## src/rtl/br_lite_msg_table.sv

```systemverilog
// br_lite_msg_table: broadcast message table with duplicate filtering and per-port forwarding
package br_lite_pkg;
  typedef enum logic [1:0] {
    BR_SVC_ALL   = 2'd0,
    BR_SVC_CLEAR = 2'd1,
    BR_SVC_TGT   = 2'd2
  } br_svc_t;
  typedef struct packed {
    br_svc_t     svc;
    logic [15:0] source;
    logic [7:0]  id;
    logic [15:0] payload;
  } br_data_t;
  typedef logic [2:0] br_port_t;
  localparam br_port_t EAST  = 3'd0;
  localparam br_port_t WEST  = 3'd1;
  localparam br_port_t NORTH = 3'd2;
  localparam br_port_t SOUTH = 3'd3;
  localparam br_port_t LOCAL = 3'd4;
endpackage

module br_lite_msg_table
  import br_lite_pkg::*;
#(
  parameter int CAM_SIZE = 8,
  parameter int PORT_CNT = 5
) (
  input  logic                clk_i,
  input  logic                rst_i,
  input  logic                in_req_i,
  input  br_data_t            in_data_i,
  input  br_port_t            in_port_i,
  output logic                in_ack_o,
  output logic                in_dup_o,
  output logic                full_o,
  output logic [PORT_CNT-1:0] out_req_o,
  output br_data_t            out_data_o,
  input  logic [PORT_CNT-1:0] out_ack_i
);
  localparam int IW = $clog2(CAM_SIZE);
  typedef enum logic {IDLE, ACK} state_t;
  state_t              state, state_nx;
  logic [CAM_SIZE-1:0] valid, clr;
  br_data_t            data [CAM_SIZE];
  logic [PORT_CNT-1:0] pending [CAM_SIZE];
  logic                locked, dup_q;
  logic [IW-1:0]       lock_idx, hit_idx, free_idx, cand_idx, wr_idx;
  logic                hit, has_free, has_cand, is_clr, act, dup, wr;
  logic [PORT_CNT-1:0] fwd_mask, lock_left;
  // Key lookup, lowest free slot and lowest entry still owing forwards (descending scan keeps the lowest)
  always_comb begin
    hit = 1'b0;
    hit_idx = '0;
    has_free = 1'b0;
    free_idx = '0;
    has_cand = 1'b0;
    cand_idx = '0;
    for (int i = CAM_SIZE - 1; i >= 0; i--) begin
      if (valid[i] && data[i].source == in_data_i.source && data[i].id == in_data_i.id) begin
        hit = 1'b1;
        hit_idx = IW'(i);
      end
      if (!valid[i]) begin
        has_free = 1'b1;
        free_idx = IW'(i);
      end
      if (valid[i] && |pending[i]) begin
        has_cand = 1'b1;
        cand_idx = IW'(i);
      end
    end
  end
  assign is_clr    = in_data_i.svc == BR_SVC_CLEAR;
  assign act       = state == IDLE && in_req_i && (hit || is_clr || has_free);
  assign dup       = hit ? !is_clr : is_clr;
  assign wr        = act && !dup;
  assign wr_idx    = hit ? hit_idx : free_idx;
  assign fwd_mask  = ~(PORT_CNT'(1) << in_port_i);
  assign lock_left = pending[lock_idx] & ~out_ack_i;
  // Insert handshake: any accepted or dropped flit spends exactly one cycle in ACK
  always_comb begin
    state_nx = act ? ACK : IDLE;
  end
  // Table state: forward bookkeeping on the locked entry, then inserts (a rewrite of the locked entry wins over its acks)
  always_ff @(posedge clk_i) begin
    if (rst_i) begin
      state    <= IDLE;
      valid    <= '0;
      clr      <= '0;
      locked   <= 1'b0;
      lock_idx <= '0;
      dup_q    <= 1'b0;
      for (int i = 0; i < CAM_SIZE; i++) pending[i] <= '0;
    end else begin
      state <= state_nx;
      if (act) dup_q <= dup;
      if (locked && !(wr && wr_idx == lock_idx)) begin
        pending[lock_idx] <= lock_left;
        if (lock_left == '0) begin
          locked <= 1'b0;
          if (clr[lock_idx]) valid[lock_idx] <= 1'b0;
        end
      end else if (!locked && has_cand) begin
        locked   <= 1'b1;
        lock_idx <= cand_idx;
      end
      if (wr) begin
        valid[wr_idx]   <= 1'b1;
        clr[wr_idx]     <= is_clr;
        data[wr_idx]    <= in_data_i;
        pending[wr_idx] <= fwd_mask;
      end
    end
  end
  assign in_ack_o   = state == ACK;
  assign in_dup_o   = state == ACK && dup_q;
  assign full_o     = &valid;
  assign out_req_o  = locked ? pending[lock_idx] : '0;
  assign out_data_o = locked ? data[lock_idx] : '0;
endmodule

```

## config.mk

```make
export PLATFORM = sky130hd
export DESIGN_NAME = br_lite_msg_table
export DESIGN_NICKNAME = d
export VERILOG_FILES = /design/src/rtl/br_lite_msg_table.sv
export SDC_FILE = /design/constraint.sdc
export NUM_CORES = 1
export LEC_CHECK = 0
export ABC_AREA = 1
export CORE_MARGIN = 4
export CORE_UTILIZATION = 35
export DETAILED_ROUTE_END_ITERATION = 12
export PLACE_DENSITY = 0.49
export SETUP_SLACK_MARGIN = 0.02
export SLEW_MARGIN = 20
export SYNTH_ARGS = -nofsm -noshare
export SYNTH_HDL_FRONTEND = slang
export SYNTH_SLANG_ARGS = --single-unit
```

## constraint.sdc

```tcl
create_clock -name clk_i -period 8.2 [get_ports clk_i]
set_input_delay 1.64 -clock clk_i [delete_from_list [all_inputs] [get_ports clk_i]]
set_output_delay 1.64 -clock clk_i [all_outputs]
set_load 0.02 [all_outputs]
```

After elaboration in Yosys (flattened, before gate mapping). Memories as Yosys holds them, arrays and structs flattened. A register that Yosys moved wholly into a read port is not among the register bits. Cells that the tools add are included.

Input port bits: 53. Logic and storage cells: 180. Register bits: 22. Output and inout bits: 50. RAM bits: 376. Memories kept: 2.

Equal/unequal tests: 19. Shifts and indexed selects: 1. Multiplexer cells: 86. Bitwise operators: 8. Reduce and logical (&&, ||, !) cells: 54. Magnitude comparators: 4.

Memory list: data (depth 8, bits a word 42, read ports 9, clocked after memory_dff 1, write ports 1, line 44) `br_data_t data [CAM_SIZE];`; pending (depth 8, bits a word 5, read ports 9, clocked after memory_dff 1, write ports 8, line 45) `logic [PORT_CNT-1:0] pending [CAM_SIZE];`.

Operator list (number): 16-bit equality test (8); 3-bit two-way mux (31); 8-bit equality test (8); 5-bit OR reduction (10); 1-bit two-way mux (42); 42-bit two-way mux (1); 8-bit two-way mux (5); 1-bit logical AND (33); 5-bit two-way mux (3); 5-bit inverter (2); 8-bit AND (1); 8-bit bitwise mux (1); 3-bit by 4-bit < comparator with 1-bit output (second input constant) (2); 8-bit inverter (1); 8-bit OR (1); 8-bit AND reduction (1); 1-bit demux with 3-bit select (2); 3-bit by 1-bit greater-or-equal comparator with 1-bit output (second input constant) (2); 5-bit AND (1); 5-bit logical NOT (1); 1-bit by 3-bit << shifter with 5-bit output (first input constant) (1); 1-bit logical NOT (4); 2-bit AND reduction (2); 1-bit binary-select mux with 3-bit select (1); 6 further kinds (8).

Longest topological paths before layout. Gate-level depths: netlist of the first run.

Depth in word-level cells: 23. Mapped depth: 24. Gate-level depth less buffers: 21.

Least setup slack after synthesis of the first run. Ideal clock, no wire load.

Path kind: input-to-reg. Start: input in_data_i[35] (netlist bit). End: memory data[1][0] (netlist bit), enable pin. Path buffers: 3. Cell stages on the path: 22. Library setup time: 0.396 ns. Data arrival time: 4.836 ns. Path slack: 2.967 ns. Required time: 7.804 ns. Path through: buf_2 -> inv_2 -> buf_2 -> nand2_1 -> nand2_1 -> nor4_1 -> nand4_1 -> nor2_1 -> a41oi_1 -> o221ai_1 -> nor3_1 -> ha_1 -> nand2_1 -> nand3_1 -> nor2_1 -> inv_1 -> nor3_2 -> nand2_1 -> inv_1 -> nand2_1 -> buf_2 -> inv_1.

Word-level cells in the longest chain between the ends: 18. Elaborated cells on any way between the ends: 50. Those cells by class: eq/ne (8); mux (21); reduce/logical (21).

RTL lines: start: declaration (line 31) `input br_data_t in_data_i,`; 16-bit equality test (line 59) `if (valid[i] && data[i].source == in_data_i.source && data[i].id == in_data_i.id) begin`; 1-bit logical AND (2 in series) (line 59); 1-bit two-way mux (8 in series) (line 59); 1-bit logical OR (2 in series) (line 74) `assign act = state == IDLE && in_req_i && (hit || is_clr || has_free);`; 1-bit logical AND (line 74); 1-bit logical AND (line 76) `assign wr = act && !dup;`; 1-bit two-way mux (line 107) `if (wr) begin`; 1-bit two-way mux (line 86) `if (rst_i) begin`; 1-bit two-way mux (implied by the code) (line 110) `data[wr_idx] <= in_data_i;`; end: declaration (line 44).

Parallel ways exist; a longest one is shown, timed or not.

Worst setup path in the final report of the first run.
Start: input in_data_i[31] (netlist bit). End: memory data[0][35] (netlist bit), enable pin.

Same word-level chain as after synthesis.

==> flow_metrics.tcl, run 1 <==
set metrics [dict create \
    track_usage_pct 28.46 \
    synthToLayoutAreaGrowth_pct 16.46 \
    die_area_um2 65540 \
    synth_warnings 0 \
    synth.distinct_cells 53 \
    fill_cells 6075 \
    grt_max_degree 122 \
    rsz0062_at_grt "no" \
    worstSkewPairLatency_ns 0.63 \
    cap_viol_max_count 0 \
    synthTopCellsByCount "nand2_1, edfxtp_1, nor2_1" \
    synth.most_common_cell "nand2_1" \
    grt_pass1_vias 17800 \
    num_rows 90 \
    ant_nets 0 \
    skew_ns 0.04615 \
    p_leak_nw 9.851 \
    fin_util_pct 41.38 \
    worstPathArrival_ns 6.59 \
    hpwl_um 69460 \
    synth_top_area_share_pct 52.45 \
    maxSlewHeadroom_pct 32.39 \
    core_um2 60580 \
    grt_overflow 0 \
    io_buffers 102 \
    clock_sinks 401 \
    outcome "complete, no violations" \
    start_util_pct 35.53 \
    io_pins 103 \
    synth_largest_area_cell "edfxtp_1" \
    wirelength_um 95950 \
    cp.required_ns 8.46 \
    grt_pass1_wl_um 135600 \
    cts_setup_buffers 0 \
    h-tree-depth 2 \
    endpoint_kind "flip-flop" \
    ctsHoldBuffers 0 \
    crit_fanout 31 \
    firstDrtPassIters 6 \
    fmax_mhz 158.1 \
    drc 0 \
    dr.first_iter.drc_count 2034 \
    clkSlewWorstSetupHoldPaths_ns 0.06 \
    synthFlopType "edfxtp_1" \
    worst_pin_slew_ns 1.011 \
    finalSetupTns_ns 0 \
    synth-edff-count 376 \
    drive_above_1_share_pct 6.030 \
    r2r_slack_ns 3.21 \
    finalCriticalPeriod_ns 6.327 \
    synth_seq_cells 401 \
    gr-usage-met1_pct 44.98 \
    synth_area_leaders "edfxtp_1, nand2_1, nor2_1" \
    via_per_inst 5.545 \
    cts.repair.resized 0 \
    cts-root-buf "clkbuf_16" \
    syn_area_per_cell_um2 8.432 \
    wire_per_inst_um 27.79 \
    top_usage_layer "met1" \
    antenna_found_initial 0 \
    path_class "in -> reg" \
    cts_buffer_depth 3 \
    cts_tree "yes" \
    die_h_um 256 \
    synth_fp_nets 2607 \
    multi_input_area_um2 8213 \
    powerDensity_nw_per_um2 214.9 \
    critPathLaunchType "primary input" \
    async_reset_ff_share_pct 0 \
    fin_nets 2685 \
    finalCritPeriodShare_pct 77.15 \
    drv_slew 0 \
    seq_area_um2 11800 \
    place_congestion 0.9965 \
    num_vias 19150 \
    cts_buffers 48 \
    met2_usage_pct 41.10 \
    hold_slack_ns 0.4799 \
    yosysSeqAreaShare_pct 54.77 \
    use_met3_pct 4.789 \
    synthCells 2553 \
    hp-class "reg -> reg" \
    vdd_drop_max_uv 160.1 \
    syn_area_um2 21530 \
    finalSetupViolCount 0 \
    die_w_um 256 \
    hold_viol_final 0 \
]
[state kept, by name, indices dropped and copies added (netlist names), named ones only]
register	count
locked	1
valid	8
lock_idx	3
pending	40
dup_q	1
clr	8
data	336
in_ack_o	1
[final cells by class]
type / instances / share of cell area (%)
Antenna cell: 1 / 0.009982
Clock buffer: 59 / 4.996
Clock inverter: 30 / 1.343
Inverter: 269 / 4.052
Multi-Input combinational cell: 1764 / 32.76
Sequential cell: 401 / 47.07
Tap cell: 782 / 3.903
Timing Repair Buffer: 147 / 5.869
[critical path, cell delays in order]
cell and delay (ns):
clkdlybuf4s50_1 1.13, inv_1 0.40, nand2_1 0.19, nand2_1 0.09
nor4_1 0.33, nand3_1 0.14, o221ai_1 0.25, nor3_1 0.10
ha_1 0.19, nand2_1 0.09, nand3_1 0.09, nor2_1 0.30
inv_1 0.09, nor3_2 0.27, nand4_1 0.45, inv_2 0.47
buf_12 0.31
[cell families (layout without fill, tap and decap cells)]
group,after synthesis,in the layout,synth area share [%]
AOI/OAI and AO/OA,510,510,13.18
xor gates and xnor gates,36,36,1.465
adders and majority gates,1,1,0.05811
buffers and inverters,388,505,7.073
DFF,401,401,54.77
other,0,1,0
and+or+nand+nor,1217,1217,23.45
[power breakdown]
part	internal, mW	switching [mW]
Clock	1.25	0.916
Sequential	2.27	0.0441
Combinational	0.265	0.638
[final timing paths]
path,from,end,cells after the start
worst min register to register,clr[1],clr[1],2
worst max-delay path,in_data_i[31],data[0][35],17
worst min-delay path,clr[1],clr[1],2
worst max register to register,data[6][30],data[0][35],16
[placed cells by master, fill, tap and decap left out, types with 22 or more instances in the layout]
master and count:
a21oi_1 106, a31oi_1 42, buf_4 36, clkbuf_16 48, clkdlybuf4s50_1 102, dfxtp_1 22
edfxtp_1 376, inv_1 243, nand2_1 627, nand3_1 80, nand4_1 57, nor2_1 370
nor3_1 26, o21ai_0 263, o21bai_1 35, o22ai_1 26, xnor2_1 23
[routing by layer]
layer	up-vias	wire length, µm
li1	8779	-
met1	9477	46190
met2	803	40270
met3	89	7852
met4	0	1631
met5	-	0
[stage by stage]
stage               power (mW)  setup WS (ns)  cells  area (µm²)
CTS                      5.419          1.894   3452       25070
finish                   5.387          1.873   3453       25070
floorplan                2.846          2.967   2553       21530
global route             5.591          1.524   3452       25070
global placement         3.248          1.283   3363       23480
detailed placement       3.249          1.285   3363       23480
Power figures use the tool's default switching activity.
==> inputs of run 2 (changes only) <==
--- a/config.mk
+++ b/config.mk
@@ -9,7 +9,7 @@
 export CORE_MARGIN = 4
 export CORE_UTILIZATION = 35
 export DETAILED_ROUTE_END_ITERATION = 12
-export PLACE_DENSITY = 0.49
+export PLACE_DENSITY = 0.51
 export SETUP_SLACK_MARGIN = 0.02
 export SLEW_MARGIN = 20
 export SYNTH_ARGS = -nofsm -noshare
==> constraint.sdc (replaced) <==
create_clock -name clk_i -period 5.3 [get_ports clk_i]
set_input_delay 1.06 -clock clk_i [delete_from_list [all_inputs] [get_ports clk_i]]
set_output_delay 1.06 -clock clk_i [all_outputs]
set_load 0.02 [all_outputs]
==> flow_metrics.tcl, run 2 (synthesized netlist as in run 1, its figures left out) <==
set metrics [dict create \
    outcome "complete, no violations" \
    reg2regPathDepth 20 \
    cap_viol_max_count 0 \
    critical_path_depth 21 \
    io_buffers 102 \
    synthToLayoutAreaGrowth_pct 21.70 \
    worst_slack_ns 0.1370 \
    drive_above_1_share_pct 10.13 \
    num_rows 90 \
    netSwitchingFraction_pct 29.78 \
    drv_slew 0 \
    critPathLaunchType "primary input" \
    worst_pin_slew_ns 1.044 \
    firstDrtPassIters 8 \
    hold_slack_ns 0.4742 \
    ant_nets 0 \
    worstSkewPairLatency_ns 0.62 \
    drc 0 \
    top_regs "data: 336 flops, pending: 40 flops" \
    cts-root-buf "clkbuf_16" \
    finalCritPeriodShare_pct 97.41 \
    powerDensity_nw_per_um2 324.7 \
    die_w_um 256 \
    cp.required_ns 5.61 \
    cts_setup_buffers 0 \
    wirelength_um 98330 \
    antenna_found_initial 2 \
    h-tree-depth 2 \
    cpMaxStageDelayCell "clkdlybuf4s50_1" \
    worstPathArrival_ns 5.48 \
    hold_depth 2 \
    vdd_drop_max_uv 262.2 \
    clock_sinks 401 \
    power_mw 8.506 \
    io_pins 103 \
    die_area_um2 65540 \
    start_util_pct 35.53 \
    startpoint "in_data_i[30]" \
    grt_pass1_wl_um 139100 \
    fin_nets 2798 \
    hpwl_um 73330 \
    place_congestion 1.061 \
    skew_ns 0.03291 \
    comb_power_share_pct 17.5 \
    crit_top_cell "nand2_1" \
    hp-class "reg -> reg" \
    cts.repair.resized 0 \
    clkSlewWorstSetupHoldPaths_ns 0.06 \
    rr_startpoint "data[6][30]" \
    hold_viol_final 0 \
    path_buf_inv 7 \
    final_common_cell "nand2_1" \
    pre_cts_slack_ns -0.2973 \
    endpoint_kind "flip-flop" \
    dr.first_iter.drc_count 2485 \
    finalCriticalPeriod_ns 5.163 \
    clockPowerShare_pct 40.3 \
    num_antenna_cells 0 \
    internal_power_mw 5.973 \
    die_h_um 256 \
    largest_reg_flops 336 \
    wire_per_inst_um 27.58 \
    grt_max_degree 129 \
    via_per_inst 5.547 \
    maxSlewHeadroom_pct 30.29 \
    top_register "data" \
    worstPathCellList "clkdlybuf4s50_1 -> xor2_1 -> nor3b_1 -> nand2_1 -> nor4_1 -> buf_4 -> a41oi_1 -> o221ai_1 -> nor3_1 -> buf_4 -> ha_1 -> nand2_1 -> nand3_1 -> nor2_1 -> inv_1 -> nor3_2 -> nand2_1 -> inv_1 -> nand2_1 -> inv_2 -> buf_12" \
    cp_top_family "simple AND/OR/NAND/NOR gates" \
    track_usage_pct 29.10 \
    critPathMaxStageDelay_ns 0.67 \
    grt_pass1_vias 18510 \
    ctsHoldBuffers 0 \
    core_um2 60580 \
    p_leak_nw 10.47 \
    hp-start "clr[5]" \
    finalSetupViolCount 0 \
    num_vias 19770 \
    grt_overflow 0 \
    seq_power_share_pct 42.3 \
    cts_buffer_depth 3 \
    p_sw_mw 2.533 \
    fill_cells 6030 \
    most-common-layout-cells "nand2_1, edfxtp_1, nor2_1, o21ai_0, inv_1" \
    path_class "in -> reg" \
    fmax_mhz 193.7 \
    cts_buffers 48 \
    cts_tree "yes" \
    rsz0062_at_grt "no" \
    crit_fanout 19 \
]
==> run 2: layout make-up <==
type                    instances  area [µm²]  share of cell area, %
inverters                     269        1016                  3.878
flip-flops and latches        401       11800                  45.04
repair buffers                260        2570                  9.810
clock buffers                  55        1237                  4.723
multi-input cells            1764        8213                  31.35
well taps                     782       978.4                  3.735
clock inverters                34       382.9                  1.461
==> run 2: per-layer routing <==
metal / share of wire, % / global-route usage, % / vias up
met5: 0.024 / 0 / -
met2: 42 / 42.35 / 996
met3: 9.0 / 5.620 / 120
met4: 2.3 / 6.780 / 4
li1: - / - / 9018
met1: 47 / 44.67 / 9636
==> run 2: per-stage QoR <==
stage               TNS [ns]  cell area [µm²]  utilization [%]  cells
CTS                        0            26200            43.24   3565
detailed placement    -75.57            24580            40.57   3476
global route               0            26200            43.24   3565
floorplan                  0            21530                -   2553
finish                     0            26200            43.24   3565
global placement     -120.05            24580            40.57   3476
==> run 2: final timing paths <==
path,endpoint,slack [ns]
hold / removal,clr[5],0.47
setup reg to reg,data[1][19],0.88
hold reg to reg,clr[5],0.47
setup / recovery,data[1][19],0.14
==> run 2: power groups by stage <==
stage / registers [mW] / logic (mW) / clock network, mW
after floorplan: 3.60 / 0.806 / 0
after global placement: 3.66 / 1.46 / 0
after detailed placement: 3.66 / 1.46 / 0
after CTS: 3.59 / 1.47 / 3.48
after global routing: 3.60 / 1.60 / 3.61
final: 3.59 / 1.48 / 3.43
==> run 2: tightest hold or removal path, delay by kind of cell, from the launching register on <==
| family | cells | cell delay (ns) |
|---|---|---|
| AO/OA/AOI/OAI | 1 | 0.05 |
| AND/OR/NAND/NOR | 1 | 0.07 |
| flip-flops | 1 | 0.31 |
==> inputs of run 3 (changes only) <==
--- a/config.mk
+++ b/config.mk
@@ -9,6 +9,7 @@
 export CORE_MARGIN = 4
 export CORE_UTILIZATION = 35
 export DETAILED_ROUTE_END_ITERATION = 12
+export HOLD_SLACK_MARGIN = 0.15
 export PLACE_DENSITY = 0.51
 export SETUP_SLACK_MARGIN = 0.02
 export SLEW_MARGIN = 20
==> results of run 3 <==
No change in the layout: final DEF, timing and power equal those of run 2.
